[src/rtl/rca_seq_ctrl_pkg.sv]
// rtl/rca_seq_ctrl_pkg.sv - shared constants and state encoding for the nibble-serial add/sub sequencer
// Purpose: state encoding, nibble width and default operand size used by rca_seq_ctrl.
// Ports: none (package).
package rca_seq_ctrl_pkg;

  localparam int NIBBLE_W        = 4;
  localparam int NIBBLES_DEFAULT = 4;

  typedef enum logic [1:0] {
    IDLE = 2'd0,
    RUN  = 2'd1,
    DONE = 2'd2
  } state_t;

endpackage

[src/rtl/full_adder_1.sv]
// rtl/full_adder_1.sv - one-bit full adder
// Purpose: single-bit sum and carry from two operand bits and a carry-in.
// Ports: a, b, cin (in); s, cout (out).
module full_adder_1 (
  input  logic a,
  input  logic b,
  input  logic cin,
  output logic s,
  output logic cout
);

  assign s    = a ^ b ^ cin;
  assign cout = (a & b) | (cin & (a ^ b));

endmodule

[src/rtl/rca_4.sv]
// rtl/rca_4.sv - four-bit ripple-carry adder built from full_adder_1
// Purpose: purely combinational 4-bit add with carry-in and carry-out.
// Ports: a[3:0], b[3:0], cin (in); s[3:0], cout (out).
module rca_4 (
  input  logic [3:0] a,
  input  logic [3:0] b,
  input  logic       cin,
  output logic [3:0] s,
  output logic       cout
);

  logic [4:0] c;

  assign c[0] = cin;

  for (genvar i = 0; i < 4; i++) begin : g_bit
    full_adder_1 u_fa (
      .a    (a[i]),
      .b    (b[i]),
      .cin  (c[i]),
      .s    (s[i]),
      .cout (c[i+1])
    );
  end

  assign cout = c[4];

endmodule

[src/rtl/rca_seq_ctrl.sv]
// rtl/rca_seq_ctrl.sv - nibble-serial W-bit add/sub sequencer around one shared rca_4
// Purpose: accepts an operand pair on start&&ready, adds one nibble per cycle LSB first
//          through a single rca_4, then presents sum/cout/ovf with a one-cycle done pulse.
// Ports: clk, rst_n (sync, active-low), start, sub, a[W-1:0], b[W-1:0] (in);
//        ready, busy, done, sum[W-1:0], cout, ovf (out).
module rca_seq_ctrl
  import rca_seq_ctrl_pkg::*;
#(
  parameter int NIBBLES = NIBBLES_DEFAULT,
  localparam int W      = NIBBLE_W * NIBBLES
) (
  input  logic         clk,
  input  logic         rst_n,
  input  logic         start,
  input  logic         sub,
  input  logic [W-1:0] a,
  input  logic [W-1:0] b,
  output logic         ready,
  output logic         busy,
  output logic         done,
  output logic [W-1:0] sum,
  output logic         cout,
  output logic         ovf
);

  localparam int             IW       = (NIBBLES > 1) ? $clog2(NIBBLES) : 1;
  localparam logic [IW-1:0]  LAST_IDX = IW'(NIBBLES - 1);

  state_t                state, state_next;
  logic [IW-1:0]         idx;
  logic                  carry;
  logic [W-1:0]          opa, opb, work, work_next;
  logic [W-1:0]          sum_q;
  logic                  cout_q, ovf_q;
  logic [NIBBLE_W-1:0]   nib_a, nib_b, nib_s;
  logic                  nib_cout;
  logic                  accept;

  assign accept = start && ready;

  assign nib_a = opa[NIBBLE_W*idx +: NIBBLE_W];
  assign nib_b = opb[NIBBLE_W*idx +: NIBBLE_W];

  rca_4 u_rca (
    .a    (nib_a),
    .b    (nib_b),
    .cin  (carry),
    .s    (nib_s),
    .cout (nib_cout)
  );

  // Work register with the current nibble already merged, so the final
  // sum captured on the RUN->DONE edge includes the last nibble.
  always_comb begin
    work_next = work;
    work_next[NIBBLE_W*idx +: NIBBLE_W] = nib_s;
  end

  // State register
  always_ff @(posedge clk) begin
    if (!rst_n) state <= IDLE;
    else        state <= state_next;
  end

  // Next-state logic
  always_comb begin
    state_next = state;
    case (state)
      IDLE:    if (start) state_next = RUN;
      RUN:     if (idx == LAST_IDX) state_next = DONE;
      DONE:    state_next = start ? RUN : IDLE;
      default: state_next = IDLE;
    endcase
  end

  // Output decode
  always_comb begin
    ready = 1'b0;
    busy  = 1'b0;
    done  = 1'b0;
    case (state)
      IDLE:    ready = 1'b1;
      RUN:     busy  = 1'b1;
      DONE:    begin ready = 1'b1; done = 1'b1; end
      default: ready = 1'b0;
    endcase
  end

  // Datapath: operand capture, nibble stepping and result latch
  always_ff @(posedge clk) begin
    if (!rst_n) begin
      idx    <= '0;
      carry  <= 1'b0;
      opa    <= '0;
      opb    <= '0;
      work   <= '0;
      sum_q  <= '0;
      cout_q <= 1'b0;
      ovf_q  <= 1'b0;
    end else if (accept) begin
      // Subtract is A + ~B + 1: invert B here and seed the carry with sub.
      opa   <= a;
      opb   <= sub ? ~b : b;
      carry <= sub;
      idx   <= '0;
    end else if (state == RUN) begin
      work  <= work_next;
      carry <= nib_cout;
      idx   <= idx + 1'b1;
      if (idx == LAST_IDX) begin
        sum_q  <= work_next;
        cout_q <= nib_cout;
        ovf_q  <= (opa[W-1] == opb[W-1]) && (nib_s[NIBBLE_W-1] != opa[W-1]);
      end
    end
  end

  assign sum  = sum_q;
  assign cout = cout_q;
  assign ovf  = ovf_q;

endmodule

[config.mk]
export PLATFORM = sky130hd
export DESIGN_NAME = rca_seq_ctrl
export DESIGN_NICKNAME = d
export VERILOG_FILES = /design/src/rtl/rca_seq_ctrl_pkg.sv /design/src/rtl/full_adder_1.sv /design/src/rtl/rca_4.sv /design/src/rtl/rca_seq_ctrl.sv
export SDC_FILE = /design/constraint.sdc
export NUM_CORES = 1
export LEC_CHECK = 0
export CAP_MARGIN = 25
export CORE_MARGIN = 8
export CORE_UTILIZATION = 53
export DETAILED_ROUTE_END_ITERATION = 7
export PLACE_DENSITY_LB_ADDON = 0.25
export SETUP_SLACK_MARGIN = 0.5
export SLEW_MARGIN = 20
export SYNTH_ARGS = -nofsm -noshare
export SYNTH_HDL_FRONTEND = slang
export SYNTH_SLANG_ARGS = --single-unit
[constraint.sdc]
create_clock -name clk -period 3.6 [get_ports clk]
set_clock_uncertainty 0.1 [all_clocks]
set_input_delay 0.36 -clock clk [delete_from_list [all_inputs] [get_ports clk]]
set_output_delay 0.36 -clock clk [all_outputs]
set_load 0.01 [all_outputs]
======== Word-level counts from Yosys, hierarchy flattened ========
Index checks and enable logic that the tools add are counted.
cells by class
  reductions and logical operators ........ 9
  bitwise gates (word level) .............. 23
  eq/ne operators ......................... 7
  divide/modulo/power cells ............... 0
  mux-type cells .......................... 11
  order comparisons ....................... 0
  $mul .................................... 0
  shift-type cells ........................ 4
  add/sub/neg operators ................... 2
operators with widths
  operator                                                                  count
  4-bit negator with 34-bit output                                          1
  4-bit by 34-bit variable shift with 16-bit output (first input constant)  1
  4-bit by 34-bit variable part select with 16-bit output                   1
  16-bit by 5-bit variable part select with 4-bit output                    2
  16-bit bitwise mux                                                        1
  16-bit two-way mux                                                        1
  16-bit inverter                                                           1
  1-bit AND                                                                 8
  1-bit bitwise XOR                                                         8
  1-bit two-way mux                                                         6
  2-bit one-hot mux with 3 select lines                                     1
  2-bit == test (second input constant)                                     2
  2-bit two-way mux                                                         2
  2-bit != test (second input constant)                                     2
  1-bit bitwise OR                                                          4
  2-bit AND reduction                                                       2
  2-bit OR reduction                                                        2
  3-bit AND reduction                                                       1
  2-bit by 1-bit adder with 2-bit output (second input constant)            1
  2-bit by 1-bit == test with 1-bit output (second input constant)          1
  1-bit logical AND                                                         2
  2-bit zero test                                                           1
  1-bit inverter                                                            2
  2-bit nonzero test                                                        1
  other kinds (2)                                                           2
word-level totals
  ROM bits ................................ 0
  latch bits .............................. 0
  bits in writable memories ............... 0
  register bits after elaboration ......... 71
  word-level logic and storage cells ...... 65
  output and inout port bits .............. 21
  memories ................................ 0

======== Logic depth before layout (Yosys ltp) ========
Gate-level depths: netlist of the first run.
  word-level depth ........................ 12
  depth in mapped cells ................... 13
  depth with buffers taken out ............ 12

======== By module ========
Synthesis of the first run repeated with hierarchy kept, for this count alone.
second synthesis, totals
  cells, all modules ...................... 331
  area, all modules ....................... 3185.6 µm²
by module, submodules not included
  module        cells an instance  instances  area each (µm²)
  rca_seq_ctrl  327                1          3105.5
  full_adder_1  1                  4          20.0

======== Least setup slack after synthesis of the first run ========
OpenSTA, ideal clock, no wires.
  path type ............................... reg-to-reg
  start point ............................. reg idx[0]
  end point ............................... reg work[11]
  path buffers ............................ 1
  data arrival time ....................... 3043 ps
  path slack .............................. 391 ps
  stages on the path, launching flop included .. 14
  setup time .............................. 65 ps
  cell sequence ........................... dfxtp_1 buf_6 mux4_2 inv_1 fa_1 inv_1 fa_1 inv_1 fa_1 inv_1 fa_1 nor2b_1 a32oi_1 nor2b_1
on the way
  word-level cells in the longest chain between the ends .. 11
  elaborated cells on any way between the ends .. 23
  those cells by class .................... add/sub (1); shift (4); mux (1); bitwise (17)
RTL lines
  item                                                                       RTL line                                source
  start, declared                                                            rca_seq_ctrl.sv:30                      logic [IW-1:0] idx;
  start signal, assigned                                                     rca_seq_ctrl.sv:109                     idx <= idx + 1'b1;
  16-bit by 5-bit variable part select with 4-bit output (on tied branches)  rca_seq_ctrl.sv:41, rca_seq_ctrl.sv:42
  1-bit bitwise XOR                                                          full_adder_1.sv:12, full_adder_1.sv:13
  1-bit AND                                                                  full_adder_1.sv:13                      assign cout = (a & b) | (cin & (a ^ b));
  1-bit bitwise OR                                                           full_adder_1.sv:13
  1-bit AND                                                                  full_adder_1.sv:13
  1-bit bitwise OR                                                           full_adder_1.sv:13
  1-bit AND                                                                  full_adder_1.sv:13
  1-bit bitwise OR                                                           full_adder_1.sv:13
  1-bit bitwise XOR                                                          full_adder_1.sv:12                      assign s = a ^ b ^ cin;
  4-bit by 34-bit variable part select with 16-bit output                    rca_seq_ctrl.sv:56                      work_next[NIBBLE_W*idx +: NIBBLE_W] = nib_s;
  16-bit bitwise mux (*)                                                     rca_seq_ctrl.sv:56
  end signal, assigned                                                       rca_seq_ctrl.sv:107                     work <= work_next;
  end, declared                                                              rca_seq_ctrl.sv:32                      logic [W-1:0] opa, opb, work, work_next;
Every way passes the cells marked *; elsewhere a longest branch is shown, timed or not.
A chain may end at the register's enable or synchronous reset.

======== Worst setup path after layout of the first run ========
Ends and elaborated chain as after synthesis.

==> run_results.csv, run 1 <==
group,metric,value,unit
outcome,status,"complete, no violations",
clock_network,cts_buffer_count,9,
worst_setup_path,critical_path.cell_chain,"mux4_2, inv_2, fa_2, inv_2, fa_2, inv_2, fa_2, inv_2, fa_2, nor2b_4, a32oi_1, nor2b_1",
grt,grt_util_all_layers,0.1738,
floorplan,floorplan.die.width,95.88,um
synthesis,combinational_family_with_the_most_area_after_synthesis,"compound AO/OA/AOI/OAI gates",
timing,tightestPinTransition,0.9358,ns
synthesis,synth.ff_latch_count,71,
timing,hold_viol,0,
route,post-route-drc-count,0,
clock_network,tritoncts_clock_tree,"built",
synthesis,synthAdderAreaFrac,0.04587,
worst_setup_path,critPathMaxStageDelay,0.62,ns
timing,final_setup_tns,0,ns
grt,grt_pass1_wl,12420,um
synthesis,yosys_warnings,0,
grt,overflow_after_grt,0,
route,drt-initial-drc-count,112,
place,io_buffer_count,56,
synthesis,synthFlopType,"dfxtp_1",
layout,num-fill-cells,519,
synthesis,synthesis.nets,397,
worst_setup_path,worst-endpoint-required,3.78,ns
timing,grt_setup_unrepaired,"true",
timing,timing.final.max_slew_violations,0,
synthesis,mapped_area,3382,sq um
clock_network,htreeDepth,3,
timing,worst_hold_slack,0.3483,ns
power,power_per_cell_area,396.4,nW/um^2
worst_setup_path,critical_path.slowest_cell,"fa_2",
floorplan,start_util,0.5388,
grt,initial_antenna_violation_count,0,
layout,design.final.nets,443,
grt,grt_start_max_net_pins,71,
synthesis,synth_xor_area_frac,0.04144,
floorplan,die_y,95.88,um
floorplan,floorplan.rows,29,
synthesis,synth.top_cell.area_share,0.4203,
timing,final_min_period_over_clock_period,0.8565,
floorplan,core_region_area,6277,sq um
synthesis,synthSimpleGateAreaFrac,0.1665,
worst_setup_path,timing.critical_path.arrival,3.26,ns
timing,setup-violations-final,0,
clock_network,cts_num_sinks,71,
route,drt_pre_antenna_iters,4,
route,drt-wirelength-per-cell,16.31,um
worst_setup_path,path_class,"register to register",
timing,clock.fmax,324.3,MHz
synthesis,seq_area_frac_synth,0.4203,
layout,post_route_cells_drive_above_1_share,0.1125,
clock_network,cts_root_buffer,"clkbuf_8",
worst_setup_path,beginning_of_the_critical_path,"idx[0]",
power,p_leak,1.695,nW
power,largest_voltage_drop_on_the_vdd_net,0.2727,mV
clock_network,cts.reportedPaths.clkPinSlew,0.07,ns
grt,grt_pass1_vias,2665,
synthesis,async_sr_flop_fraction,0,
synthesis,ys_types,35,
synthesis,synth_compound_gate_area_share,0.2061,
place,gp_routability_congestion,0.8059,
timing,period_minus_slack,3.083,ns
clock_network,clock_latency,0.34,ns
worst_setup_path,worst-path-max-fanout,6,
layout,diodes,0,
synthesis,biggest_area_contributors_in_the_synthesized_netlist,"dfxtp_1 (42%), nand2_1 (6.3%), mux4_2 (5.3%), o211a_1 (5.0%), xnor2_1 (4.1%)",
clock_network,cts-hold-fix-buffers,0,
route,viasPerCell,5.706,
route,route.final.wire_length,7782,um
timing,slew_headroom,0.3742,
route,vias,2722,
worst_setup_path,worst_setup_path_start_kind,"register",
synthesis,synth_edf_count,0,
place,dp_hpwl,5313,um
synthesis,syn-instance-count,351,
clock_network,cts_max_path_buffers,2,
synthesis,post_syn_area_per_cell,9.635,sq um
floorplan,top_level_ports,57,
layout,area.growth.synth_to_final,22.38,%
worst_hold_path,hold_path_startpoint,"rst_n",
worst_hold_path,hold_path.class,"input pin to register",
worst_setup_path,r2r_start,"idx[0]",
run,max_cap_viol_count,0,
synthesis,synth_top_area_cell,"dfxtp_1",
synthesis,muxShareOfSynthArea,0.05327,
worst_setup_path,worstSetupEndpointType,"register",
floorplan,fp.dieArea,9193,sq um
route,ant_nets,0,
## power by group
group,leakage (nW),total [mW],switching (mW),internal (mW)
combinational,1.03,0.247,0.120,0.127
clock,0.0854,0.551,0.271,0.280
sequential,0.580,0.843,0.0244,0.819
## layout by cell type, fill, tap and decap left out, drive strengths merged
cell           instances
nand3                  1
mux4                   8
nor2b                 18
clkinv                 1
and2                   2
a21boi                20
clkdlybuf4s50         55
o211a                 17
and4bb                 1
inv                   17
a221oi                14
fa                     4
a32oi                 14
buf                    7
o221ai                 1
nand2                 57
xnor2                 16
nand2b                 3
nor2                  17
clkbuf                13
and3b                  3
nand3b                 6
a22oi                  1
dfxtp                 71
ha                     6
and3                   1
a21oi                  6
or3                    2
o21ai                 17
nand4bb                1
## final timing paths
kind	end	slack, ns	depth (start not counted)
min reg2reg	work[2]	0.35	2
max	work[11]	0.52	12
max reg2reg	work[11]	0.52	12
min	sum[1]	0.35	3
## cell type report
type,instances,area [sq um],share of cell area
Tap cell,77,96.34,0.02328
Clock inverter,1,5.005,0.001209
Multi-Input combinational cell,236,1777,0.4293
Timing Repair Buffer,62,613.1,0.1481
Inverter,17,63.81,0.01542
Clock buffer,13,158.9,0.03839
Sequential cell,71,1425,0.3443
## cells in the mapped netlist, types with 8 or more instances
master,instances
nor2_1,17
inv_1,16
xnor2_1,16
nand2_1,57
a221oi_1,14
o21ai_0,17
dfxtp_1,71
nor2b_1,17
a32oi_1,14
o211a_1,17
a21boi_1,12
a21boi_0,8
mux4_2,8
clkbuf_1,11
## flip-flops by register name, summed over array words and instances, names as in the netlist
register / flops
ovf: 1
carry: 1
state: 2
opb: 16
idx: 2
cout: 1
sum: 16
work: 16
opa: 16
## metrics by stage
step	instances	power (mW)	worst slack (ns)	instance area [sq um]	utilization
global route	477	1.712	0.3558	4139	0.6594
finish	477	1.641	0.5168	4139	0.6594
floorplan	351	1.018	0.5116	3398	-
global placement	460	1.084	0.4938	3906	0.6223
detailed placement	460	1.091	0.3681	3906	0.6223
CTS	475	1.637	0.5186	4080	0.6500
## routing by layer
metal	GRT usage	wire, um	vias up
met5	0	0	-
met4	0.1050	202	0
met3	0.03510	365	18
met2	0.2914	3832	71
met1	0.2008	3381	1308
li1	-	-	1325
## critical path, delay by kind of cell, from the launching register on
family	cells	cell delay, ns
AO/OA/AOI/OAI	1	0.13
adder cells (fa/ha/maj)	4	1.32
buffers and inverters	4	0.23
flip-flops	1	0.38
multiplexers	1	0.50
AND/OR/NAND/NOR	2	0.37
## cells by family (layout without fill, tap and decap cells)
group	count (synthesis)	after routing
AND/OR/NAND/NOR	112	112
multiplexers	8	8
flip-flops	71	71
buffers and inverters	44	93
AO/OA/AOI/OAI	90	90
XOR/XNOR	16	16
adder cells (fa/ha/maj)	10	10
## repair_timing
item	in CTS	in global routing
setup buffers	1	1
endpoints found under the setup margin	7	12
cloned	0	0
pin swaps	1	4
resized for setup	1	11
(Power assumes the default switching activity.)
==> run 2, diff against run 1 <==
Settings changed: CORE_UTILIZATION 53 to 50, CTS_BUF_LIST set to sky130_fd_sc_hd__clkbuf_8, CTS_CLUSTER_SIZE set to 24.
Clock period 3.6 ns to 2.5 ns, I/O delays scaled along.
==> run_results.csv, run 2 (synthesized netlist as in run 1, its figures left out) <==
group,metric,value,unit
outcome,status,"complete, but fails checks",
outcome,violations,"negative setup slack",
floorplan,start_util,0.5062,
layout,design.final.nets,462,
clock_network,tritoncts_clock_tree,"built",
place,io_buffer_count,56,
clock_network,cts-hold-fix-buffers,0,
route,route.final.wire_length,7829,um
worst_setup_path,worst_setup_path_start_kind,"register",
grt,grt_pass1_vias,2836,
grt,grt_util_all_layers,0.1718,
worst_setup_path,reg2regPathDepth,12,
route,drt_pre_antenna_iters,4,
timing,tightestPinTransition,0.5897,ns
layout,instances_no_fill,498,
clock_network,cts_buffer_count,9,
layout,area.growth.synth_to_final,31.56,%
floorplan,core_region_area,6681,sq um
worst_setup_path,r2r_start,"idx[0]",
worst_setup_path,timing.critical_path.arrival,3.17,ns
worst_setup_path,endpoint_of_the_lowest_slack_register_to_register_path,"work[7]",
worst_setup_path,path_class,"register to register",
floorplan,floorplan.rows,30,
worst_setup_path,worstSetupEndpointType,"register",
timing,fin_ws,-0.4769,ns
place,numPlacedInstances,483,
worst_setup_path,beginning_of_the_critical_path,"idx[0]",
worst_setup_path,worst-path-max-fanout,6,
route,viasPerCell,5.502,
grt,overflow_after_grt,0,
timing,timing.final.max_slew_violations,0,
layout,post_route_cells_drive_above_1_share,0.2153,
place,gp_routability_congestion,0.7754,
layout,layout_commonest_cell,"dfxtp_1",
power,p_leak,1.851,nW
grt,initial_antenna_violation_count,0,
route,post-route-drc-count,0,
route,drt-wirelength-per-cell,15.72,um
worst_hold_path,whs_endpoint,"opa[10]",
timing,period_minus_slack,2.977,ns
worst_hold_path,hold_path_startpoint,"a[10]",
clock_network,cts_root_buffer,"clkbuf_8",
layout,layout_common_cells,"dfxtp_1 (70), nand2_1 (57), clkdlybuf4s50_1 (54)",
layout,diodes,0,
timing,slew_headroom,0.6068,
route,drt-initial-drc-count,116,
timing,setup-violations-final,17,
layout,num-fill-cells,556,
clock_network,htreeDepth,3,
clock_network,cts.reportedPaths.clkPinSlew,0.07,ns
clock_network,clock_latency,0.35,ns
floorplan,die_y,98.25,um
grt,grt_pass1_wl,13410,um
layout,final-seq-area,1425,sq um
worst_setup_path,worst-endpoint-required,2.69,ns
power,power_per_cell_area,552.9,nW/um^2
power,largest_voltage_drop_on_the_vdd_net,0.3260,mV
worst_setup_path,reg2reg_slack,-0.48,ns
timing,final_min_period_over_clock_period,1.191,
timing,grt_setup_unrepaired,"true",
timing,hold_viol,0,
worst_hold_path,whs_path_depth,3,
clock_network,cts_num_sinks,71,
route,ant_nets,0,
place,dp_hpwl,5269,um
floorplan,top_level_ports,57,
clock_network,cts_max_path_buffers,2,
run,max_cap_viol_count,0,
floorplan,fp.dieArea,9652,sq um
worst_hold_path,hold_path.class,"input pin to register",
route,vias,2740,
layout,area_occupied_by_multi_input_gates,1921,sq um
grt,grt_start_max_net_pins,71,
timing,clock.fmax,335.9,MHz
place,place_ws,-0.4771,ns
floorplan,floorplan.die.width,98.25,um
[run 2: worst max-delay path by stage]
stage | to | slack (ns) | depth (start not counted)
2_1_floorplan | work[15] | -0.51 | 13
3_3_place_gp | work[11] | -0.43 | 12
3_5_place_dp | work[11] | -0.48 | 12
5_1_grt | work[15] | -0.61 | 12
4_1_cts | work[11] | -0.47 | 12
6_report | work[7] | -0.48 | 12
[run 2: worst max-delay path, cell delays in order (launching register included)]
cell,delay (ns)
dfxtp_4,0.37
mux4_2,0.50
inv_1,0.08
fa_2,0.19
inv_2,0.04
fa_2,0.33
inv_2,0.06
fa_2,0.18
inv_2,0.04
fa_2,0.55
nor2b_4,0.25
a32oi_1,0.13
nor2b_1,0.11
[run 2: final cells by class]
| cell class | instances | area share |
|---|---|---|
| Clock inverter | 1 | 0.001125 |
| Timing Repair Buffer | 81 | 0.1718 |
| Sequential cell | 71 | 0.3203 |
| Multi-Input combinational cell | 236 | 0.4317 |
| Clock buffer | 12 | 0.03712 |
| Inverter | 17 | 0.01547 |
| Tap cell | 80 | 0.02250 |
[run 2: per-stage QoR]
stage	setup TNS (ns)	power, mW	area (sq um)	util	hold WS, ns
floorplan	-5.865	1.471	3431	-	0.2848
global placement	-4.238	1.603	4093	0.6125	0.3420
detailed placement	-5.213	1.611	4093	0.6125	0.3467
CTS	-5.103	2.459	4377	0.6551	0.3297
global route	-6.395	2.587	4449	0.6659	0.3582
finish	-4.697	2.460	4449	0.6659	0.3454
[run 2: power by group]
group | internal (mW) | total, mW | switching [mW]
logic | 0.235 | 0.438 | 0.203
clock network | 0.423 | 0.815 | 0.391
registers | 1.18 | 1.21 | 0.0292
[run 2: timing repair]
| action | in CTS | in global routing |
|---|---|---|
| resized for setup | 21 | 17 |
| setup buffers | 2 | 0 |
| pin swaps | 18 | 9 |
| cloned | 0 | 0 |
| endpoints found under the setup margin | 36 | 35 |
[run 2: per-layer routing]
layer,wire length [um],share of wire,track usage,up-vias
li1,-,-,-,1357
met1,3516,0.45,0.2064,1313
met2,3862,0.49,0.2798,60
met3,307,0.039,0.04552,10
met4,144,0.018,0.08028,0
met5,0,0,0,-
==> run 3, diff against run 2 <==
Settings changed: CORE_UTILIZATION 50 to 49, SYNTH_HIERARCHICAL set to 1.
==> run_results.csv, run 3 <==
group,metric,value,unit
route,post-route-drc-count,0,
floorplan,floorplan.rows,29,
timing,setup-violations-final,17,
floorplan,die_y,96.63,um
route,vias,2549,
timing,period_minus_slack,3.075,ns
layout,area_occupied_by_multi_input_gates,1794,sq um
route,ant_nets,0,
worst_hold_path,whs_path_depth,3,
layout,area.growth.synth_to_final,30.13,%
power,largest_voltage_drop_on_the_vdd_net,0.3473,mV
synthesis,synth.ff_latch_count,67,
synthesis,synth.top_cell.area_share,0.4211,
worst_setup_path,worst_setup_path_start_kind,"register",
synthesis,async_sr_flop_fraction,0,
timing,slew_headroom,0.5213,
synthesis,mapped_area,3186,sq um
synthesis,syn-instance-count,331,
synthesis,synth_common_cells,"dfxtp_1 (67), nand2_1 (67), a21boi_0 (20)",
clock_network,cts.reportedPaths.clkPinSlew,0.07,ns
clock_network,cts_max_path_buffers,2,
timing,hold_viol,0,
synthesis,synth_edf_count,0,
grt,overflow_after_grt,0,
worst_setup_path,timing.critical_path.arrival,3.21,ns
floorplan,core_region_area,6314,sq um
route,drt-initial-drc-count,97,
place,place_ws,-0.5977,ns
synthesis,seq_area_frac_synth,0.4211,
layout,final_core_utilization,0.6566,
timing,timing.final.max_slew_violations,0,
timing,grt_setup_unrepaired,"true",
timing,final_min_period_over_clock_period,1.230,
worst_setup_path,path_class,"register to register",
layout,design.final.nets,432,
floorplan,floorplan.die.width,96.63,um
worst_setup_path,worst-endpoint-required,2.63,ns
clock_network,clock_latency,0.34,ns
clock_network,cts_num_sinks,67,
power,power_per_cell_area,577.6,nW/um^2
timing,tightestPinTransition,0.7180,ns
layout,layout_commonest_cell,"nand2_1",
clock_network,htreeDepth,3,
run,max_cap_viol_count,0,
layout,diodes,0,
grt,grt_pass1_vias,2750,
layout,num-fill-cells,527,
timing,worst_hold_slack,0.3551,ns
grt,initial_antenna_violation_count,0,
worst_hold_path,hold_path.class,"input pin to register",
grt,grt_util_all_layers,0.1648,
floorplan,start_util,0.5046,
synthesis,ys_types,38,
worst_setup_path,worstSetupEndpointType,"register",
power,report.power.total,2.394,mW
route,viasPerCell,5.447,
synthesis,synth_top_area_cell,"dfxtp_1",
outcome,violations,"negative setup slack",
grt,grt_start_max_net_pins,50,
synthesis,biggest_area_contributors_in_the_synthesized_netlist,"dfxtp_1 (42%), nand2_1 (7.9%), mux4_2 (5.7%), o211a_1 (5.0%), a21boi_0 (4.7%)",
clock_network,cts_buffer_count,9,
grt,grt_pass1_wl,13000,um
floorplan,fp.dieArea,9337,sq um
clock_network,tritoncts_clock_tree,"built",
place,dp_hpwl,5119,um
outcome,status,"complete, but fails checks",
synthesis,post_syn_area_per_cell,9.624,sq um
clock_network,cts_root_buffer,"clkbuf_8",
synthesis,synthesis.nets,376,
floorplan,top_level_ports,57,
power,p_leak,1.647,nW
layout,post_route_cells_drive_above_1_share,0.2046,
timing,clock.fmax,325.2,MHz
synthesis,synthFlopType,"dfxtp_1",
layout,final-seq-area,1346,sq um
place,io_buffer_count,56,
place,gp_routability_congestion,0.7710,
timing,fin_ws,-0.5746,ns
worst_setup_path,worst-path-max-fanout,4,
worst_setup_path,reg2regPathDepth,8,
synthesis,yosys_warnings,6,
route,drt_pre_antenna_iters,4,
layout,layout_common_cells,"nand2_1 (66), dfxtp_1 (65), clkdlybuf4s50_1 (55)",
route,route.final.wire_length,7493,um
route,drt-wirelength-per-cell,16.01,um
## run 3: cell types whose count changed in the layout (fill, tap and decap cells not counted), moves of 4 or more
| cell | previous run | this run |
|---|---|---|
| buf_6 | 6 | 2 |
| nor2_1 | 15 | 9 |
| a32oi_1 | 13 | 8 |
| nor2b_1 | 15 | 9 |
| nand2_1 | 57 | 66 |
| inv_1 | 12 | 7 |
| inv_2 | 4 | 0 |
| a221oi_2 | 13 | 8 |
| a21boi_1 | 12 | 7 |
| dfxtp_1 | 70 | 65 |
| nand3_2 | 0 | 7 |
| a21boi_0 | 7 | 14 |
## run 3: layout make-up
class                           count  share of cell area
Clock buffer                       12             0.03984
Clock inverter                      3            0.003320
Inverter                            7            0.007546
Multi-Input combinational cell    228              0.4328
Sequential cell                    67              0.3248
Tap cell                           77             0.02324
Timing Repair Buffer               74              0.1684
## run 3: per-layer routing
metal	GRT usage	vias up	share of wire
met5	0	-	0
met4	0.06746	0	0.014
met3	0.04552	11	0.054
met2	0.2703	68	0.50
met1	0.1979	1197	0.43
li1	-	1273	-
## run 3: repair_timing
item	CTS	global route
gates resized for setup	13	13
hold buffers	0	0
pin swaps	4	11
setup buffers	3	1
setup endpoints to repair	30	32
## run 3: worst max-delay path: stages (launching register included)
cell and delay, ns:
dfxtp_4 0.38, mux4_2 0.52, fa_2 0.38, fa_2 0.35
fa_2 0.35, fa_2 0.44, buf_6 0.15, a221oi_2 0.22
nor2_1 0.07
## run 3: logic make-up (layout without fill, tap and decap cells)
logic type	count (synthesis)	in the layout	synth area share
flops	67	67	0.4211
fa+ha+maj	9	9	0.04478
simple gates	110	110	0.1681
mux	8	8	0.05656
compound gates	85	85	0.2003
buf+inv	36	96	0.06520
xor+xnor	16	16	0.04399
## run 3: power by group
| part | switching [mW] | internal [mW] | total, mW |
|---|---|---|---|
| clock network | 0.394 | 0.429 | 0.823 |
| logic | 0.213 | 0.208 | 0.421 |
| registers | 0.0342 | 1.12 | 1.15 |
| total | 0.642 | 1.75 | 2.39 |
## run 3: per-stage QoR
step	setup TNS, ns	instances	cell area [sq um]
finish	-6.427	468	4145
global placement	-5.466	449	3831
floorplan	-6.707	331	3271
detailed placement	-6.459	449	3831
global route	-7.455	468	4145
CTS	-6.531	467	4065
## run 3: path summary, 6_finish.rpt
| path | startpoint | to | slack, ns |
|---|---|---|---|
| hold reg to reg | sum[12] | sum[12] | 0.36 |
| setup / recovery | idx[0] | sum[7] | -0.57 |
| setup reg to reg | idx[0] | sum[7] | -0.57 |
| hold / removal | a[11] | opa[11] | 0.36 |
